### config.mk
export PLATFORM = sky130hd
export DESIGN_NAME = ssd_scan_ctrl
export DESIGN_NICKNAME = d
export VERILOG_FILES = /design/src/rtl/ssd_scan_ctrl.sv
export SDC_FILE = /design/constraint.sdc
export NUM_CORES = 1
export LEC_CHECK = 0
export ABC_AREA = 1
export CELL_PAD_IN_SITES_DETAIL_PLACEMENT = 1
export CELL_PAD_IN_SITES_GLOBAL_PLACEMENT = 2
export CORE_ASPECT_RATIO = 0.8
export CORE_MARGIN = 4
export CORE_UTILIZATION = 31
export DETAILED_ROUTE_END_ITERATION = 16
export PLACE_DENSITY_LB_ADDON = 0.1
export RECOVER_POWER = 100
export SLEW_MARGIN = 20
export SYNTH_ARGS = -nofsm -noshare
export SYNTH_HDL_FRONTEND = slang
export SYNTH_SLANG_ARGS = --single-unit
### constraint.sdc
create_clock -name clk -period 6.1 [get_ports clk]
set_input_delay 1.22 -clock clk [delete_from_list [all_inputs] [get_ports clk]]
set_output_delay 1.22 -clock clk [all_outputs]
set_load 0.02 [all_outputs]
### src/rtl/ssd_scan_ctrl.sv
// Seven-segment scan controller: advances the digit select on each scan_clk rise,
// blanks between digits and dims the display by frame-based PWM.
module ssd_scan_ctrl #(
    parameter int DIGITS    = 4,
    parameter int BLANK_CYC = 16
) (
    input  logic                  clk,
    input  logic                  rst,
    input  logic                  scan_clk,
    input  logic                  en,
    input  logic [4*DIGITS-1:0]   din,
    input  logic [DIGITS-1:0]     digit_mask,
    input  logic [2:0]            bright,
    output logic [DIGITS-1:0]     ssd_ctl,
    output logic [3:0]            bcd_out,
    output logic                  frame_done
);
    localparam int               IDX_W      = (DIGITS > 1) ? $clog2(DIGITS) : 1;
    localparam logic [IDX_W-1:0] IDX_LAST   = IDX_W'(DIGITS - 1);
    localparam logic [7:0]       BLANK_LOAD = 8'(BLANK_CYC);

    localparam logic [1:0] ST_IDLE  = 2'd0;
    localparam logic [1:0] ST_BLANK = 2'd1;
    localparam logic [1:0] ST_DRIVE = 2'd2;

    logic              sync1_q, sync2_q, sync3_q, tick_q;
    logic [1:0]        state_q, state_d;
    logic [IDX_W-1:0]  idx_q, idx_d;
    logic [2:0]        frame_q, frame_d;
    logic [7:0]        blank_cnt_q, blank_cnt_d;
    logic [DIGITS-1:0] ssd_ctl_q, ssd_ctl_d;
    logic [3:0]        bcd_q, bcd_d;
    logic              frame_done_q, frame_done_d;
    logic [3:0]        code_sel;
    logic              mask_sel;

    // scan_clk is asynchronous: two-flop synchronizer, then a registered rising-edge pulse
    always_ff @(posedge clk or posedge rst) begin
        if (rst) begin
            sync1_q <= 1'b0;
            sync2_q <= 1'b0;
            sync3_q <= 1'b0;
            tick_q  <= 1'b0;
        end else begin
            sync1_q <= scan_clk;
            sync2_q <= sync1_q;
            sync3_q <= sync2_q;
            tick_q  <= sync2_q & ~sync3_q;
        end
    end

    always_comb begin
        state_d      = state_q;
        idx_d        = idx_q;
        frame_d      = frame_q;
        blank_cnt_d  = blank_cnt_q;
        frame_done_d = 1'b0;
        if (!en) begin
            state_d     = ST_IDLE;
            idx_d       = '0;
            frame_d     = 3'd0;
            blank_cnt_d = 8'd0;
        end else begin
            case (state_q)
                ST_IDLE: begin
                    state_d     = ST_BLANK;
                    blank_cnt_d = BLANK_LOAD;
                end
                ST_BLANK: begin
                    // ticks landing here are dropped on purpose: the slot simply stretches
                    if (blank_cnt_q <= 8'd1) begin
                        state_d = ST_DRIVE;
                    end else begin
                        blank_cnt_d = blank_cnt_q - 8'd1;
                    end
                end
                ST_DRIVE: begin
                    if (tick_q) begin
                        state_d     = ST_BLANK;
                        blank_cnt_d = BLANK_LOAD;
                        if (idx_q == IDX_LAST) begin
                            idx_d        = '0;
                            frame_d      = frame_q + 3'd1;
                            frame_done_d = 1'b1;
                        end else begin
                            idx_d = idx_q + 1'b1;
                        end
                    end
                end
                default: state_d = ST_IDLE;
            endcase
        end
    end

    // Outputs are decoded from the next state so they register glitch-free with it
    always_comb begin
        code_sel = 4'd0;
        mask_sel = 1'b0;
        for (int k = 0; k < DIGITS; k++) begin
            if (idx_d == IDX_W'(k)) begin
                code_sel = din[4*k +: 4];
                mask_sel = digit_mask[k];
            end
        end
    end

    always_comb begin
        ssd_ctl_d = '1;
        bcd_d     = (state_d == ST_IDLE) ? 4'd0 : code_sel;
        if (state_d == ST_DRIVE && mask_sel && frame_d <= bright) begin
            for (int k = 0; k < DIGITS; k++) begin
                if (idx_d == IDX_W'(k)) begin
                    ssd_ctl_d[k] = 1'b0;
                end
            end
        end
    end

    always_ff @(posedge clk or posedge rst) begin
        if (rst) begin
            state_q      <= ST_IDLE;
            idx_q        <= '0;
            frame_q      <= 3'd0;
            blank_cnt_q  <= 8'd0;
            ssd_ctl_q    <= '1;
            bcd_q        <= 4'd0;
            frame_done_q <= 1'b0;
        end else begin
            state_q      <= state_d;
            idx_q        <= idx_d;
            frame_q      <= frame_d;
            blank_cnt_q  <= blank_cnt_d;
            ssd_ctl_q    <= ssd_ctl_d;
            bcd_q        <= bcd_d;
            frame_done_q <= frame_done_d;
        end
    end

    assign ssd_ctl    = ssd_ctl_q;
    assign bcd_out    = bcd_q;
    assign frame_done = frame_done_q;

endmodule

==> out/qor.yml <==
violations: "max-capacitance violations, max-slew violations"
cts.sinks: 28
grt_max_degree: 29
clock_skew_ns: 0.002792
synth.avg_cell_area_sq_um: 7.833
synth-simple-area-share_pct: 32.60
vias: 1452
root_buffer: "clkbuf_8"
postRouteAntennaNets: 0
yosys_warnings: 0
synth_area_leaders: "dfrtp_1 35%, nand2_1 8.5%, inv_1 8.3%"
syn-cell-area_sq_um: 1715
post_cts_buffers: 0
cp_cell_sequence: "dlygate4sd3_1 > o21ai_0 > a21oi_1 > ha_1 > nand2_1 > o21ai_0 > nand2_1 > nand2_1 > nor2_1 > nand4_1"
track_usage_pct: 13.23
cts-htree-levels: 1
drt-pass1-iter-count: 4
antenna_found_initial: 0
crit_path_start_kind: "input pin"
synth_fp_nets: 257
path_buf_inv: 1
setup_viol: 0
die_h_um: 74.54
cts_made_buffers: 3
synthTopCellsByCount: "39 x nand2_1, 38 x inv_1, 26 x nand3_1, 24 x dfrtp_1, 22 x nor2_1"
p_leak_nw: 1.142
core_sq_um: 5180
dieArea_sq_um: 6795
fin_tns_setup_ns: 0
status: "finished with violations"
fmax_mhz: 311.5
post-route-min-period_ns: 3.210
yosysTopAreaCell: "dfrtp_1"
placed_cells: 313
cp_max_fo: 13
finalHoldViolCount: 0
worstPathArrival_ns: 3.41
cts.path.max_buffers: 2
diodes: 0
cts-resized-gates: 0
clockPowerShare_pct: 26.1
synth_top_family_by_area: "simple AND/OR/NAND/NOR gates"
synth_top_area_share_pct: 35.01
clock_latency_ns: 0.27
syn_to_final_growth_pct: 25.67
pwr-share-seq_pct: 39.1
drc_errors: 0
layout.nets: 294
synthCells: 219
yosysMostFrequentCell: "nand2_1"
synthMuxAreaShare_pct: 0
path_common_cell: "nand2_1"
p_sw_uw: 197.6
num_rows: 23
tightest_slew_ns: 1.548
synthAdderAreaFrac_pct: 8.023
cts_tree: "built"
crit_family: "buffers and inverters"
ys.flop_type: "dfrtp_1"
power_density_nw_per_um2: 262.8
ys_types: 29
internal-power_uw: 369.1
endpoint_kind: "register"
combPwrFrac_pct: 34.8
drt_iter0_markers: 50
rsz0062_at_grt: "no"
cap_violations: 1
peakVddDrop_uv: 101.2
fillCellCount: 646
max-slew-margin-rel_pct: -3.221
finalWeightedCongestion: 0.7494
pin_count: 36
async_flop_share_pct: 100.0
synth_edf_count: 0
required_ns: 6.30
post_drt_wl_per_cell_um: 13.12
portBuffers: 35
grt_pass1_vias: 1464
layout.area.seq_sq_um: 705.7
grt_pass1_wl_um: 7141
hold_class: "register to register"
finalMaxSlewViolations: 29
ys_seq_elements: 28
post_drt_via_cell_ratio: 4.580
final_core_util_pct: 41.62
synth_xor_area_share_pct: 1.532
multi_input_area_sq_um: 789.5
stdcell_count: 317
grt_overflow: 0
yosysSeqAreaShare_pct: 41.14
totalWireLength_um: 4159
clk_pin_slew_worst_paths_ns: 0.10
hold_buffers: 0
start_util_pct: 33.12
whs_ns: 0.3647
crit_type: "input pin to register"
swShare_pct: 34.86
fp.dieW_um: 91.17
cpMaxStageDelayCell: "dlygate4sd3_1"
dpl.hpwl_um: 3390
synth_compound_area_share_pct: 5.689
layout-drive-gt1-share_pct: 6.667
period_share_pct: 52.62
slowest_delay_ns: 0.89
==> final timing paths <==
kind | from | endpoint | slack [ns] | depth (start not counted)
max | en | ssd_ctl[0] | 2.89 | 10
min | sync1_q | sync2_q | 0.36 | 0
max reg2reg | state_q[0] | ssd_ctl[0] | 3.60 | 14
min reg2reg | sync1_q | sync2_q | 0.36 | 0
max in group asynchronous | rst | idx_q[1] | 3.30 | 3
min in group asynchronous | rst | bcd_out[1] | 1.90 | 3
==> metal layers <==
layer	vias up	part of all wire, %	track usage [%]	wire, um
met5	-	0	0	0
met3	2	4.4	2.932	182
li1	759	-	-	-
met2	24	42	20.15	1745
met1	667	53	19.66	2217
met4	0	0.34	2.007	14
==> cell usage in the layout (no fill, tap or decap), types with 2 or more instances in the layout <==
cell,netlist,layout
or2_0,3,3
nand2_2,3,2
nor2_1,22,26
xor2_1,3,3
inv_1,38,38
dlygate4sd3_1,0,12
ha_1,11,11
nand3_1,26,27
dfstp_2,4,4
inv_2,3,3
dfrtp_1,24,24
nand2_1,39,40
clkbuf_8,0,3
or2_1,3,3
clkdlybuf4s50_1,0,23
o21ai_0,4,9
nand2_4,3,3
a21oi_1,5,5
nand4_1,8,8
==> cell type report <==
cell class | instances | area share (%)
clock inverter | 1 | 1.393
inverter | 42 | 7.313
tap | 62 | 3.598
timing repair buffer | 36 | 16.42
clock buffer | 3 | 1.915
sequential | 28 | 32.73
multi-input combinational | 145 | 36.62
==> power groups by stage <==
stage	Clock, mW	Sequential, mW	Combinational, mW
6_report	0.148	0.222	0.197
5_1_grt	0.157	0.225	0.226
4_1_cts	0.151	0.222	0.204
3_5_place_dp	0	0.226	0.203
3_3_place_gp	0	0.225	0.204
2_1_floorplan	0	0.228	0.138
==> state kept, by name, summed over array words and instances, names as in the netlist <==
register     cells
bcd_out          4
ssd_ctl          4
idx_q            2
state_q          2
blank_cnt_q      8
sync2_q          1
sync1_q          1
sync3_q          1
frame_q          3
frame_done       1
tick_q           1
==> per-stage QoR <==
stage / power (mW) / setup WS [ns] / cell area (sq um)
final: 0.5666 / 2.890 / 2156
after global routing: 0.6081 / 2.612 / 2156
after CTS: 0.5772 / 2.947 / 2191
after detailed placement: 0.4284 / 2.653 / 2120
after global placement: 0.4288 / 2.758 / 2120
after floorplan: 0.3660 / 3.677 / 1715
==> logic make-up after synthesis <==
logic type | Yosys count
buffers and inverters | 46
adder cells (fa/ha/maj) | 11
AO/OA/AOI/OAI | 18
XOR/XNOR | 3
flip-flops | 28
AND/OR/NAND/NOR | 113
(Power assumes the default switching activity.)
